### src/rtl/alu_seq.sv
// Handshaked, parametrised ALU: single-cycle arithmetic/branch ops, iterative
// one-bit-per-cycle shifter and a shift-add multiplier.
module alu_seq #(
    parameter int WIDTH = 8
) (
    input  logic             clk_i,
    input  logic             rst_ni,
    input  logic             valid_i,
    output logic             ready_o,
    input  logic [3:0]       inst_i,
    input  logic [WIDTH-1:0] reg1_i,
    input  logic [WIDTH-1:0] reg2_i,
    output logic             valid_o,
    input  logic             ready_i,
    output logic [WIDTH-1:0] reg_o,
    output logic [WIDTH-1:0] over_o,
    output logic             branch_o,
    output logic             over_flag_o
);
    localparam int CNTW = $clog2(WIDTH) + 1;

    localparam logic [3:0] OP_ADD = 4'b0000, OP_SUB = 4'b0001, OP_SFL = 4'b0010,
                           OP_SFR = 4'b0011, OP_INC = 4'b0100, OP_DEC = 4'b0101,
                           OP_BNE = 4'b0110, OP_BEQ = 4'b0111, OP_BLT = 4'b1000,
                           OP_LHB = 4'b1001, OP_JMP = 4'b1010, OP_BLS = 4'b1011,
                           OP_MUL = 4'b1100;

    typedef enum logic [1:0] {IDLE, EXEC, DONE} state_t;

    typedef struct packed {
        logic [WIDTH-1:0] lo;
        logic [WIDTH-1:0] hi;
        logic             br;
        logic             fl;
    } res_t;

    // Result of every op that completes on the accept edge; shifts only reach
    // here with a zero or out-of-range amount.
    function automatic res_t single_op(input logic [3:0] op,
                                       input logic [WIDTH-1:0] a,
                                       input logic [WIDTH-1:0] b);
        res_t       r;
        logic [WIDTH:0] sum;
        r   = '0;
        sum = {1'b0, a} + {1'b0, b};
        case (op)
            OP_ADD: begin
                r.lo = sum[WIDTH-1:0];
                r.hi = {{(WIDTH-1){1'b0}}, sum[WIDTH]};
                r.fl = sum[WIDTH];
            end
            OP_SUB:         r.lo = a - b;
            OP_SFL, OP_SFR: r.lo = (b == '0) ? a : '0;
            OP_INC:         r.lo = a + WIDTH'(1);
            OP_DEC:         r.lo = a - WIDTH'(1);
            OP_BNE:         r.br = (a != b);
            OP_BEQ:         r.br = (a == b);
            OP_BLT:         r.br = (a < b);
            OP_BLS:         r.br = ($signed(a) < $signed(b));
            OP_LHB:         r.lo = a & {{(WIDTH/2){1'b1}}, {(WIDTH/2){1'b0}}};
            OP_JMP:         r.br = 1'b1;
            default:        r = '0;
        endcase
        return r;
    endfunction

    state_t             r_state;
    logic [3:0]         r_op;
    logic [2*WIDTH-1:0] r_mcand;
    logic [WIDTH-1:0]   r_mplier;
    logic [2*WIDTH-1:0] r_acc;
    logic [CNTW-1:0]    r_cnt;
    logic               r_ready, r_valid, r_branch, r_flag;
    logic [WIDTH-1:0]   r_reg, r_over;

    logic               w_is_shift, w_multi;
    logic [2*WIDTH-1:0] w_sh_next, w_acc_next;
    res_t               w_single;

    assign w_is_shift = (inst_i == OP_SFL) || (inst_i == OP_SFR);
    assign w_multi    = (inst_i == OP_MUL) ||
                        (w_is_shift && (reg2_i != '0) && (reg2_i < WIDTH'(WIDTH)));
    assign w_single   = single_op(inst_i, reg1_i, reg2_i);
    // The shift register doubles as the multiplicand, advanced one bit per EXEC edge.
    assign w_sh_next  = (r_op == OP_SFR) ? (r_mcand >> 1) : (r_mcand << 1);
    assign w_acc_next = r_acc + (r_mplier[0] ? r_mcand : '0);

    always_ff @(posedge clk_i or negedge rst_ni) begin
        if (!rst_ni) begin
            r_state  <= IDLE;
            r_op     <= '0;
            r_mcand  <= '0;
            r_mplier <= '0;
            r_acc    <= '0;
            r_cnt    <= '0;
            r_ready  <= 1'b1;
            r_valid  <= 1'b0;
            r_reg    <= '0;
            r_over   <= '0;
            r_branch <= 1'b0;
            r_flag   <= 1'b0;
        end else begin
            unique case (r_state)
                IDLE: begin
                    if (valid_i) begin
                        r_op    <= inst_i;
                        r_ready <= 1'b0;
                        if (w_multi) begin
                            r_state  <= EXEC;
                            r_mcand  <= {{WIDTH{1'b0}}, reg1_i};
                            r_mplier <= reg2_i;
                            r_acc    <= '0;
                            r_cnt    <= (inst_i == OP_MUL) ? CNTW'(WIDTH) : reg2_i[CNTW-1:0];
                        end else begin
                            r_state  <= DONE;
                            r_valid  <= 1'b1;
                            r_reg    <= w_single.lo;
                            r_over   <= w_single.hi;
                            r_branch <= w_single.br;
                            r_flag   <= w_single.fl;
                        end
                    end
                end
                EXEC: begin
                    r_mcand  <= w_sh_next;
                    r_mplier <= r_mplier >> 1;
                    r_acc    <= w_acc_next;
                    r_cnt    <= r_cnt - CNTW'(1);
                    if (r_cnt == CNTW'(1)) begin
                        r_state  <= DONE;
                        r_valid  <= 1'b1;
                        r_branch <= 1'b0;
                        if (r_op == OP_MUL) begin
                            r_reg  <= w_acc_next[WIDTH-1:0];
                            r_over <= w_acc_next[2*WIDTH-1:WIDTH];
                            r_flag <= |w_acc_next[2*WIDTH-1:WIDTH];
                        end else begin
                            r_reg  <= w_sh_next[WIDTH-1:0];
                            r_over <= '0;
                            r_flag <= 1'b0;
                        end
                    end
                end
                DONE: begin
                    if (ready_i) begin
                        r_state <= IDLE;
                        r_valid <= 1'b0;
                        r_ready <= 1'b1;
                    end
                end
                default: begin
                    r_state <= IDLE;
                    r_valid <= 1'b0;
                    r_ready <= 1'b1;
                end
            endcase
        end
    end

    assign ready_o     = r_ready;
    assign valid_o     = r_valid;
    assign reg_o       = r_reg;
    assign over_o      = r_over;
    assign branch_o    = r_branch;
    assign over_flag_o = r_flag;

endmodule

### config.mk
export PLATFORM = sky130hd
export DESIGN_NAME = alu_seq
export DESIGN_NICKNAME = d
export VERILOG_FILES = /design/src/rtl/alu_seq.sv
export SDC_FILE = /design/constraint.sdc
export NUM_CORES = 1
export LEC_CHECK = 0
export CAP_MARGIN = 40
export CORE_MARGIN = 2
export CORE_UTILIZATION = 59
export DETAILED_ROUTE_END_ITERATION = 10
export PLACE_DENSITY = 0.9
export SYNTH_ARGS = -nofsm -noshare
export SYNTH_HDL_FRONTEND = slang
export SYNTH_SLANG_ARGS = --single-unit
### constraint.sdc
create_clock -name clk_i -period 3.4 [get_ports clk_i]
set_input_delay 0.68 -clock clk_i [delete_from_list [all_inputs] [get_ports clk_i]]
set_output_delay 0.68 -clock clk_i [all_outputs]
set_load 0.02 [all_outputs]
# Yosys cells after proc, flatten, opt, wreduce, memory -nomap -nowiden
# Cells that the tools add are included.
# word_totals
reg_bits	70
# classes
add_sub_neg	6
magnitude_cmp	3
n_eq_ne	24
mux	52
n_bitwise	1
n_reduce_logical	17
# ops
operator	count
$mux W16	6
$mux W8	11
$pmux W16 S2	2
$pmux W8 S2	3
$pmux W8 S6	1
$eq A4 B4 Y1 const B	6
$add A16 B16 Y16	1
$eq A4 B3 Y1 const B	4
$lt A8 B8 Y1	2
$mux W1	15
$eq A4 B2 Y1 const B	3
$mux W4	3
$ne A2 B2 Y1 const B	5
$add A8 B8 Y9	1
$reduce_and A3 Y1	3
$add A8 B1 Y8 const B	1
$eq A4 B1 Y1 const B	2
$eq A8 B8 Y1	1
$logic_not A8 Y1	1
$lt A8 B4 Y1 const B	1
$mux W2	4
$ne A8 B8 Y1	1
$pmux W4 S2	1
$reduce_and A4 Y1	2
other kinds (19)	23

# Longest topological paths before layout
# Gate-level depths: netlist of the first run.
# depth
depth_word	8
mapped_depth	12
mapped_depth_nobuf	12

# Least setup slack after synthesis of the first run
# OpenSTA, ideal clock, no wires.
# synth_path
path_type	input to register
start	in inst_i[1]
end	reg r_reg[4] (netlist: reg_o[4])
arrival_ns	2.767
required_ns	3.275
slack_ns	0.509
stages	12
n_path_buf	2
cell_sequence	buf_2 -> nor4bb_1 -> buf_2 -> xor2_1 -> ha_1 -> or3_1 -> a21oi_1 -> nor2_1 -> xnor2_1 -> a221oi_1 -> o21ai_1 -> mux2_2
# synth_via
elab_chain_len	7
word_cells_on_any_way	19
classes_between	eq/ne (8); mux (4); reduce/logical (7)
# synth_rtl
item	line	rtl
from (decl)	10	input logic [3:0] inst_i,
parallel branches: the longest is 7 deep, another holds $pmux W8 S6	-	
to (signal assigned)	117	r_reg <= w_single.lo;
to (signal assigned)	134	r_reg <= w_acc_next[WIDTH-1:0];
to (signal assigned)	138	r_reg <= w_sh_next[WIDTH-1:0];
to (decl)	74	logic [WIDTH-1:0] r_reg, r_over;
# Several ways; the timed one is not identified. The select of a mux whose other input is x is not followed.
# A chain may end at the register's enable or synchronous reset.

# Final worst setup path of the first run
# layout_path
start	reg r_mplier[0]
end	reg r_flag (netlist: over_flag_o)
# layout_via
elab_chain_len	6
# layout_rtl
item	line	rtl
from (decl)	70	logic [WIDTH-1:0] r_mplier;
from (signal assigned)	111	r_mplier <= reg2_i;
from (signal assigned)	126	r_mplier <= r_mplier >> 1;
$mux W16	86	assign w_acc_next = r_acc + (r_mplier[0] ? r_mcand : '0);
$add A16 B16 Y16	86	
$reduce_or A8 Y1	136	r_flag <= |w_acc_next[2*WIDTH-1:WIDTH];
$mux W1	133	if (r_op == OP_MUL) begin
$mux W1	129	if (r_cnt == CNTW'(1)) begin
$pmux W1 S2	103	unique case (r_state)
to (signal assigned)	120	r_flag <= w_single.fl;
to (signal assigned)	136	
to (decl)	73	logic r_ready, r_valid, r_branch, r_flag;
# Every way passes these cells. The select of a mux whose other input is x is not followed.

==> run summary, run 1 <==
### Outcome
- **outcome** finished, final reports clean

### Synth
- **synthesis-stage register bit count** 70
- **dominant synthesized flop cell** sky130_fd_sc_hd__dfrtp_1
- **async set-or-reset flop fraction in the synthesized netlist** 100%
- **number of flops mapped to enable cells by yosys** 0
- **cell count after synthesis** 615
- **total of warnings raised by yosys** 0
- **Post-Synthesis Cell Area** 5110 um2
- **Net Count, Synth** 676
- **mean area per synthesized cell** 8.32 um2
- **Netlist cell types** 68
- **sequential-to-total area share from yosys stat** 34.3%

### Power
- **worst vdd rail ir drop** 0.350 mV
- **cell area power density** 621 nW/um2
- **leakage power** 2.76 nW

### Die
- **width of the chip** 97.1 um
- **placeable core area** 8300 um2
- **I/O pin cnt** 44
- **die area** 9430 um2
- **num rows** 33
- **Die Y** 97.1 um
- **initial cell density of the core** 61.6%

### Routing
- **ratio of routed vias to standard cells** 6.54
- **detailed-route wire length per cell** 19.5 um
- **via count** 5,121
- **final antenna-violating net count** 0
- **router iterations before antenna repair** 6
- **post-route DRC violation count** 0
- **wire length after detailed routing** 15,200 um
- **drt first-iter violations** 589

### Place
- **Cell Area, Placed** 5850 um2
- **detailed-placement wirelength estimate** 10,900 um
- **final weighted congestion in routability-driven placement** 0.929
- **number of cells in the design after placement** 767
- **number of buffer cells added on primary ports** 43
- **worst setup slack after placement** -0.0575 ns

### STA
- **unrepaired setup endpoints after global routing** false
- **final setup violating endpoints** 0
- **measured slew at the worst slew-check pin** 0.740 ns
- **endpoints failing hold** 0
- **post-route setup slack** 0.132 ns
- **final worst clock skew** 0.00922 ns
- **Min Hold Slack** 0.386 ns
- **count of pins over their slew limit** 0
- **Slew headroom** 50.2%
- **maximum achievable frequency** 0.306 GHz
- **Final Cycle Share** 96.1%
- **time the final worst path needs with I/O delays and setup** 3.27 ns

### Clock network
- **number of setup buffers added after CTS** 0
- **number of buffers created by CTS** 9
- **clock latency reported for the late side of the worst-skew pair** 0.35 ns
- **clock tree root buffer cell** sky130_fd_sc_hd__clkbuf_8
- **Sinks on Clock Net** 70
- **clock tree from TritonCTS** yes
- **clock input transition at the sequential cells of the worst setup and hold paths** 0.08 ns
- **post_cts resized** 0
- **deepest clock path buffer count** 2
- **H-tree depth** 3
- **hold buffer count at CTS** 0

### GRT
- **total congestion overflow after global routing** 0
- **GR Util All Layers** 33.1%
- **maximum number of pins on one net before global-route repair** 52
- **number of antenna violations at the first check in global routing** 0
- **via count of the first global-routing pass** 5,005
- **first-pass GRT wire length** 25,100 um

### Hold path
- **worst min-delay path category** in2async

### Layout
- **net total in the final layout** 734
- **antenna diode count** 0
- **count of non-filler cells in the finished layout** 783
- **area added between synthesis and finish** 19.2%
- **final std cell area, no fill** 6100 um2
- **share of final-layout standard cells stronger than drive strength 1** 10.6%

### Worst setup path
- **Critical Path Source Type** flip-flop
- **cell-by-cell listing of the critical path** and2_1 -> ha_1 -> fa_1 -> a211oi_2 -> o21ai_1 -> a2111oi_2 -> nor3_1 -> a21o_1 -> a21oi_2 -> xnor2_1 -> o31a_1
- **worst setup slack for register-to-register paths** 0.13 ns
- **required time of the critical path** 3.64 ns
- **Crit Path Category** reg2reg
- **standard cell with the maximum stage delay on the critical path** sky130_fd_sc_hd__dfrtp_1
- **maximum fanout encountered on the critical timing path** 6
- **Arrival @ worst endpoint** 3.51 ns
- **nature of the critical path endpoint** flip-flop
- **delay of the slowest critical-path stage** 0.45 ns

### Job
- **Maximum Capacitance Violations** 0

per-stage QoR:
| step | utilization [%] | total power, mW | setup TNS [ns] |
|---|---|---|---|
| 6_report | 73.5 | 3.79 | 0 |
| 3_3_place_gp | 70.5 | 2.80 | -0.00388 |
| 2_1_floorplan | - | 2.32 | 0 |
| 3_5_place_dp | 70.5 | 2.90 | -0.0575 |
| 5_1_grt | 73.5 | 3.99 | 0 |
| 4_1_cts | 73.3 | 3.72 | 0 |
path summary, 6_finish.rpt:
path / startpoint / end / depth (start not counted)
max in group asynchronous: rst_ni / ready_o / 2
max reg2reg: r_mplier[0] / over_flag_o / 11
min reg2reg: r_mplier[7] / r_mplier[7] / 2
min in group clk_i: r_mplier[7] / r_mplier[7] / 2
max: r_mplier[0] / over_flag_o / 11
min: rst_ni / r_mplier[4] / 1
power breakdown:
part | leakage, nW | switching [mW] | internal, mW
registers | 0.902 | 0.260 | 1.11
clock network | 0.116 | 0.335 | 0.453
logic | 1.74 | 0.955 | 0.677
cells in the final DEF (no fill, tap or decap), types with 4 or more instances in the layout:
cell type and count:
sky130_fd_sc_hd__nand2_1 75, sky130_fd_sc_hd__a221o_1 4, sky130_fd_sc_hd__nand3_1 9, sky130_fd_sc_hd__inv_1 26, sky130_fd_sc_hd__nand4_1 4, sky130_fd_sc_hd__o21ai_1 7
sky130_fd_sc_hd__and2_1 17, sky130_fd_sc_hd__nor2_1 45, sky130_fd_sc_hd__a211oi_1 4, sky130_fd_sc_hd__dfrtp_1 69, sky130_fd_sc_hd__ha_1 34, sky130_fd_sc_hd__a21oi_1 59
sky130_fd_sc_hd__buf_4 36, sky130_fd_sc_hd__nand2b_1 11, sky130_fd_sc_hd__mux2i_1 16, sky130_fd_sc_hd__clkbuf_8 11, sky130_fd_sc_hd__o21ai_0 61, sky130_fd_sc_hd__a31oi_1 6
sky130_fd_sc_hd__a21o_1 10, sky130_fd_sc_hd__mux2_2 5, sky130_fd_sc_hd__xnor2_1 8, sky130_fd_sc_hd__clkdlybuf4s50_1 42, sky130_fd_sc_hd__o21bai_1 4, sky130_fd_sc_hd__nor3_1 17
sky130_fd_sc_hd__xor2_1 11, sky130_fd_sc_hd__nor4_1 5, sky130_fd_sc_hd__a22o_1 13
synthesized netlist by cell type (3+ instances only):
library cell	number	area share, %
sky130_fd_sc_hd__clkbuf_1	26	1.9
sky130_fd_sc_hd__nand2b_1	11	1.3
sky130_fd_sc_hd__inv_1	26	1.9
sky130_fd_sc_hd__ha_1	34	8.3
sky130_fd_sc_hd__nor2_1	45	3.3
sky130_fd_sc_hd__a221o_1	4	0.78
sky130_fd_sc_hd__o31a_1	3	0.51
sky130_fd_sc_hd__and3_1	3	0.37
sky130_fd_sc_hd__mux2i_1	16	3.1
sky130_fd_sc_hd__o21bai_1	4	0.59
sky130_fd_sc_hd__mux2_2	5	1.1
sky130_fd_sc_hd__a22oi_1	3	0.44
sky130_fd_sc_hd__nand3_1	9	0.88
sky130_fd_sc_hd__buf_1	3	0.22
sky130_fd_sc_hd__xnor2_1	8	1.4
sky130_fd_sc_hd__nand4_1	4	0.49
sky130_fd_sc_hd__dfrtp_1	69	34
sky130_fd_sc_hd__o21ai_1	7	0.68
sky130_fd_sc_hd__xor2_1	11	1.9
sky130_fd_sc_hd__buf_2	5	0.49
sky130_fd_sc_hd__o221ai_1	3	0.51
sky130_fd_sc_hd__and2_1	17	2.1
sky130_fd_sc_hd__o21ai_0	61	6.0
sky130_fd_sc_hd__a31oi_1	6	0.73
sky130_fd_sc_hd__a21oi_1	59	5.8
sky130_fd_sc_hd__nor3_1	17	1.7
sky130_fd_sc_hd__a22o_1	13	2.2
sky130_fd_sc_hd__a21o_1	10	1.5
sky130_fd_sc_hd__nand2_1	75	5.5
sky130_fd_sc_hd__a211oi_1	4	0.59
sky130_fd_sc_hd__nor4_1	5	0.61
sky130_fd_sc_hd__fa_1	3	1.2
sky130_fd_sc_hd__a221oi_1	3	0.51
sky130_fd_sc_hd__o22a_1	3	0.51
state kept, by name, indices dropped and copies added, names as in the netlist:
name	count
valid_o	1
over_o	8
r_acc	16
branch_o	1
r_op	4
r_cnt	4
reg_o	8
r_mplier	8
r_state	2
over_flag_o	1
r_mcand	16
ready_o	1
layout make-up:
type,instances,area (um2)
clock buffers,11,151
clock inverters,5,81.3
well taps,105,131
inverters,26,97.6
repair buffers,81,736
multi-input cells,485,3150
flip-flops and latches,70,1750
fillers,570,2200
cells by family (layout without fill, tap and decap cells):
| logic type | Yosys count | count (layout) | share of synthesized area, % |
|---|---|---|---|
| compound gates | 208 | 208 | 25.8 |
| simple gates | 200 | 200 | 18.4 |
| flops | 70 | 70 | 34.3 |
| buf+inv | 60 | 123 | 4.53 |
| fa+ha+maj | 37 | 37 | 9.49 |
| mux | 21 | 21 | 4.23 |
| xor+xnor | 19 | 19 | 3.25 |
per-layer routing:
layer  GRT usage, %  vias up  wire (um)
met4           12.1        0        608
met1           42.5     2431       5900
met2           54.6      307       7190
met3           7.84       61       1550
li1               -     2322          -
met5              0        -          0
critical path, delay by kind of cell (launching register included):
kind,cells,cell delay [ns]
fa+ha+maj,2,0.66
simple gates,2,0.36
compound gates,6,1.55
flops,1,0.45
xor+xnor,1,0.14
Power figures use the tool's default switching activity.
==> run 2: changes to the inputs <==
--- a/config.mk
+++ b/config.mk
@@ -6,6 +6,7 @@
 export NUM_CORES = 1
 export LEC_CHECK = 0
 export CAP_MARGIN = 40
+export CORE_ASPECT_RATIO = 1.5
 export CORE_MARGIN = 2
 export CORE_UTILIZATION = 59
 export DETAILED_ROUTE_END_ITERATION = 10
==> run 2 against run 1 <==
Against the previous run: fmax is 1.1% higher; highest routed layer unchanged; largest cell class unchanged; sequential power hardly changed; global-route usage is 1.6 points higher.
==> run summary, run 2 (synthesis gave the netlist of run 1 again) <==
### STA
- **endpoints failing hold** 0
- **measured slew at the worst slew-check pin** 0.675 ns
- **total negative setup slack** 0 ns
- **Min Hold Slack** 0.369 ns
- **Final Cycle Share** 95.1%
- **time the final worst path needs with I/O delays and setup** 3.23 ns
- **final setup violating endpoints** 0
- **count of pins over their slew limit** 0
- **final worst clock skew** 0.00589 ns
- **unrepaired setup endpoints after global routing** false
- **Slew headroom** 55.0%
- **maximum achievable frequency** 0.309 GHz

### Clock network
- **clock tree from TritonCTS** yes
- **clock tree root buffer cell** sky130_fd_sc_hd__clkbuf_16
- **clock input transition at the sequential cells of the worst setup and hold paths** 0.06 ns
- **H-tree depth** 3
- **Sinks on Clock Net** 70
- **deepest clock path buffer count** 2
- **number of buffers created by CTS** 9
- **clock latency reported for the late side of the worst-skew pair** 0.34 ns

### Power
- **fraction of power consumed by combinational cells** 39.9%
- **leakage power** 2.77 nW
- **proportion of power drawn by the clock network** 25.7%
- **internal power consumption** 2.41 mW
- **worst vdd rail ir drop** 0.424 mV
- **sw frac** 39.7%
- **relative contribution of sequential cells to total power** 34.4%
- **cell area power density** 650 nW/um2
- **switching power** 1.59 mW

### Worst setup path
- **required time of the critical path** 3.63 ns
- **Crit Path Category** reg2reg
- **maximum fanout encountered on the critical timing path** 13
- **Critical Path Source Type** flip-flop
- **nature of the critical path endpoint** flip-flop
- **capture point of the worst path** over_flag_o
- **worst-case reg-to-reg path depth** 10
- **Worst setup startpoint** r_mplier[0]
- **Arrival @ worst endpoint** 3.46 ns
- **Reg-to-Reg End** over_flag_o
- **r2r startpoint** r_mplier[0]
- **worst setup slack for register-to-register paths** 0.17 ns

### Routing
- **detailed-route wire length per cell** 20.2 um
- **drt first-iter violations** 519
- **ratio of routed vias to standard cells** 6.60
- **post-route DRC violation count** 0
- **final antenna-violating net count** 0
- **wire length after detailed routing** 15,800 um
- **router iterations before antenna repair** 5
- **via count** 5,165

### Die
- **placeable core area** 8410 um2
- **initial cell density of the core** 60.8%
- **width of the chip** 80.0 um
- **Die Y** 118 um
- **num rows** 41
- **I/O pin cnt** 44
- **die area** 9450 um2

### Layout
- **share of final-layout standard cells stronger than drive strength 1** 10.2%
- **commonest cells after routing, fill and taps aside** sky130_fd_sc_hd__nand2_1 (75), sky130_fd_sc_hd__dfrtp_1 (68), sky130_fd_sc_hd__o21ai_0 (61), sky130_fd_sc_hd__a21oi_1 (59), sky130_fd_sc_hd__nor2_1 (45)
- **area added between synthesis and finish** 20.2%
- **net total in the final layout** 731
- **most frequent standard cell in the layout excluding fill and tap cells** sky130_fd_sc_hd__nand2_1
- **largest registers** r_acc x16, r_mcand x16
- **antenna diode count** 0
- **Fillers** 594

### Outcome
- **outcome** finished, final reports clean

### Place
- **number of buffer cells added on primary ports** 43
- **detailed-placement wirelength estimate** 11,300 um
- **final weighted congestion in routability-driven placement** 0.960

### GRT
- **first-pass GRT wire length** 25,300 um
- **GR Util All Layers** 34.7%
- **via count of the first global-routing pass** 5,149
- **number of antenna violations at the first check in global routing** 0
- **maximum number of pins on one net before global-route repair** 51
- **total congestion overflow after global routing** 0

### Hold path
- **worst min-delay path category** in2async

### Job
- **Maximum Capacitance Violations** 0

[run 2: worst min path at each step]
stage	start	to	slack, ns	depth (start not counted)
after floorplan	rst_ni	branch_o	0.38	0
after global placement	reg_o[0]	reg_o[0]	0.46	2
after detailed placement	over_o[5]	over_o[5]	0.47	2
after CTS	rst_ni	r_acc[5]	0.38	1
after global routing	rst_ni	r_acc[5]	0.43	1
final	rst_ni	r_acc[5]	0.37	1
[run 2: power by group through the flow]
stage	combinational, mW	sequential [mW]	clock (mW)
2_1_floorplan	0.992	1.32	0
3_3_place_gp	1.43	1.34	0
3_5_place_dp	1.51	1.36	0
4_1_cts	1.55	1.36	1.03
5_1_grt	1.71	1.40	1.06
6_report	1.59	1.37	1.03
[run 2: per-layer routing]
metal	global-route usage [%]	vias to the layer above	wire length (um)
li1	-	2327	-
met5	0	-	0
met4	23.4	0	1050
met3	6.06	84	844
met2	59.4	271	8190
met1	37.9	2483	5710
[run 2: area by class of cell]
class / instances / area, um2 / area share, %
Clock buffer: 9 / 225 / 3.66
Tap cell: 107 / 134 / 2.18
Timing Repair Buffer: 78 / 701 / 11.4
Multi-Input combinational cell: 485 / 3140 / 51.1
Clock inverter: 7 / 97.6 / 1.59
Inverter: 26 / 97.6 / 1.59
Sequential cell: 70 / 1750 / 28.5
[run 2: per-stage QoR]
step                power, mW  cells  util (%)  setup slack (ns)  area [um2]
floorplan                2.32    615         -             0.509        5110
finish                   3.99    782      73.1             0.166        6150
global route             4.18    782      73.1            0.0532        6150
global placement         2.78    766      69.2           -0.0603        5820
detailed placement       2.87    766      69.2           -0.0921        5820
CTS                      3.94    782      73.0            0.0946        6140
[run 2: timing repair]
| item | in CTS | in global routing |
|---|---|---|
| setup endpoints to repair | 0 | 1 |
| setup buffers | 0 | 0 |
| hold buffers | 0 | 0 |
| gates resized for setup | 0 | 2 |
| hold endpoints to repair | 0 | 0 |
[run 2: critical path, stage by stage, from the launching register on]
cell	delay, ns
sky130_fd_sc_hd__dfrtp_2	0.49
sky130_fd_sc_hd__and2_1	0.19
sky130_fd_sc_hd__ha_1	0.35
sky130_fd_sc_hd__and3_1	0.21
sky130_fd_sc_hd__a311oi_1	0.34
sky130_fd_sc_hd__a21oi_1	0.22
sky130_fd_sc_hd__a221oi_2	0.36
sky130_fd_sc_hd__xnor2_1	0.21
sky130_fd_sc_hd__nor4b_1	0.30
sky130_fd_sc_hd__nand4_1	0.19
sky130_fd_sc_hd__o31a_1	0.27
==> run 3: changes to the inputs <==
--- a/config.mk
+++ b/config.mk
@@ -8,9 +8,9 @@
 export CAP_MARGIN = 40
 export CORE_ASPECT_RATIO = 1.5
 export CORE_MARGIN = 2
-export CORE_UTILIZATION = 59
+export CORE_UTILIZATION = 52
 export DETAILED_ROUTE_END_ITERATION = 10
-export PLACE_DENSITY = 0.9
+export PLACE_DENSITY = 0.82
 export SYNTH_ARGS = -nofsm -noshare
 export SYNTH_HDL_FRONTEND = slang
 export SYNTH_SLANG_ARGS = --single-unit
==> run 3 against run 2 <==
Against the previous run: via count shrank 4.2%; register-to-register slack improved by 0.04 ns; power down 0.49%; cell count rose by 2.6%; setup slack improved by 0.039 ns; wire length down 6.6%; sequential cell count unchanged; count of clock-buffer cells in the layout is the same; critical path type unchanged; clock skew about the same; critical path depth increased by 1; sequential power about the same.
==> run summary, run 3 (synthesis gave the netlist of run 1 again) <==
### Routing
- **detailed-route wire length per cell** 18.4 um
- **ratio of routed vias to standard cells** 6.17
- **wire length on met1** 5720 um
- **router iterations before antenna repair** 5
- **topmost layer with routed signal wires** met4
- **post-route DRC violation count** 0
- **wire length after detailed routing** 14,700 um
- **routed length on met2** 7620 um
- **final antenna-violating net count** 0
- **via count** 4,949
- **drt first-iter violations** 406
- **detailed route wirelength on metal3** 567 um

### Worst setup path
- **worst-case reg-to-reg path depth** 11
- **Buf/Inv on CP** 0
- **Critical Path Source Type** flip-flop
- **capture point of the worst path** over_flag_o
- **Reg-to-Reg End** over_flag_o
- **Crit Path Category** reg2reg
- **r2r startpoint** r_mplier[0]
- **count of cell instances traversed by the critical path** 11
- **maximum fanout encountered on the critical timing path** 13
- **worst setup slack for register-to-register paths** 0.20 ns
- **Worst setup startpoint** r_mplier[0]
- **nature of the critical path endpoint** flip-flop
- **Arrival @ worst endpoint** 3.42 ns
- **dominant delay contributor by cell family on the critical path** compound AO/OA/AOI/OAI gates
- **required time of the critical path** 3.63 ns
- **standard cell with the maximum stage delay on the critical path** sky130_fd_sc_hd__dfrtp_2
- **delay of the slowest critical-path stage** 0.48 ns
- **cell-by-cell listing of the critical path** and2_1 -> ha_1 -> fa_1 -> a211oi_2 -> o21ai_1 -> a2111oi_2 -> nor3_1 -> a21o_1 -> a21oi_2 -> xnor2_1 -> o31a_1

### Die
- **num rows** 44
- **Die Y** 125 um
- **I/O pin cnt** 44
- **placeable core area** 9630 um2
- **die area** 10,700 um2
- **width of the chip** 85.0 um
- **initial cell density of the core** 53.1%

### Layout
- **largest registers** r_acc x16, r_mcand x16
- **share of final-layout standard cells stronger than drive strength 1** 11.9%
- **net total in the final layout** 743
- **Fillers** 771
- **Final Util** 65.2%
- **antenna diode count** 0
- **most frequent standard cell in the layout excluding fill and tap cells** sky130_fd_sc_hd__nand2_1
- **commonest cells after routing, fill and taps aside** sky130_fd_sc_hd__nand2_1 (75), sky130_fd_sc_hd__dfrtp_1 (68), sky130_fd_sc_hd__o21ai_0 (61), sky130_fd_sc_hd__a21oi_1 (59), sky130_fd_sc_hd__nor2_1 (45)
- **area added between synthesis and finish** 22.9%

### GRT
- **number of antenna violations at the first check in global routing** 0
- **via count of the first global-routing pass** 4,996
- **total congestion overflow after global routing** 0
- **maximum number of pins on one net before global-route repair** 60
- **first-pass GRT wire length** 24,100 um
- **GR Util All Layers** 28.3%

### Clock network
- **clock tree root buffer cell** sky130_fd_sc_hd__clkbuf_16
- **H-tree depth** 3
- **Sinks on Clock Net** 70
- **clock latency reported for the late side of the worst-skew pair** 0.34 ns
- **clock input transition at the sequential cells of the worst setup and hold paths** 0.06 ns
- **number of buffers created by CTS** 9
- **deepest clock path buffer count** 2
- **hold buffer count at CTS** 0
- **clock tree from TritonCTS** yes

### Place
- **final weighted congestion in routability-driven placement** 0.969
- **worst setup slack after placement** 0.0371 ns
- **detailed-placement wirelength estimate** 11,300 um
- **number of buffer cells added on primary ports** 43

### STA
- **unrepaired setup endpoints after global routing** false
- **endpoints failing hold** 0
- **count of pins over their slew limit** 0
- **final worst clock skew** 0.00574 ns
- **time the final worst path needs with I/O delays and setup** 3.20 ns
- **Final Cycle Share** 94.0%
- **post-route setup slack** 0.205 ns
- **final setup violating endpoints** 0
- **Min Hold Slack** 0.266 ns
- **measured slew at the worst slew-check pin** 0.731 ns
- **Slew headroom** 50.7%
- **maximum achievable frequency** 0.313 GHz
- **total negative setup slack** 0 ns

### Power
- **leakage power** 2.85 nW
- **worst vdd rail ir drop** 0.452 mV
- **cell area power density** 632 nW/um2

### Hold path
- **worst min-delay path category** in2async

### Job
- **Maximum Capacitance Violations** 0

### Outcome
- **outcome** finished, final reports clean

==> run 3: per-stage QoR <==
step                instance area, um2  instances  total power, mW
floorplan                         5110        615             2.32
global placement                  5920        785             2.84
detailed placement                5950        786             2.91
CTS                               6270        802             3.96
global route                      6290        802             4.18
finish                            6290        802             3.97
==> run 3: timing repair <==
action | 4_1_cts | 5_1_grt
hold endpoints to repair | 0 | 0
buffers inserted | 0 | 0
resized for setup | 0 | 3
endpoints found under the setup margin | 0 | 1
==> run 3: final cells by class <==
class	instances	area (um2)	share of cell area [%]
Clock inverter	7	96.3	1.53
Clock buffer	9	225	3.58
Sequential cell	70	1750	27.9
Inverter	26	97.6	1.55
Tap cell	115	144	2.29
Multi-Input combinational cell	485	3150	50.0
Timing Repair Buffer	90	823	13.1
==> run 3: worst min-delay path by stage <==
| stage | start | to | slack, ns | depth (start not counted) |
|---|---|---|---|---|
| 6_report | rst_ni | r_acc[5] | 0.27 | 2 |
| 5_1_grt | rst_ni | r_acc[5] | 0.28 | 2 |
| 4_1_cts | rst_ni | r_acc[5] | 0.27 | 2 |
| 3_5_place_dp | over_o[7] | over_o[7] | 0.47 | 2 |
| 3_3_place_gp | over_o[4] | over_o[4] | 0.46 | 2 |
| 2_1_floorplan | rst_ni | branch_o | 0.38 | 0 |
==> run 3: layer usage <==
metal  up-vias  track usage (%)
li1       2348                -
met1      2368             32.1
met2       179             50.2
met3        54             3.30
met4         0             16.5
met5         -                0
==> run 3: where the power goes <==
part / switching, mW / internal [mW]
combinational: 0.892 / 0.691
sequential: 0.257 / 1.11
clock: 0.379 / 0.646
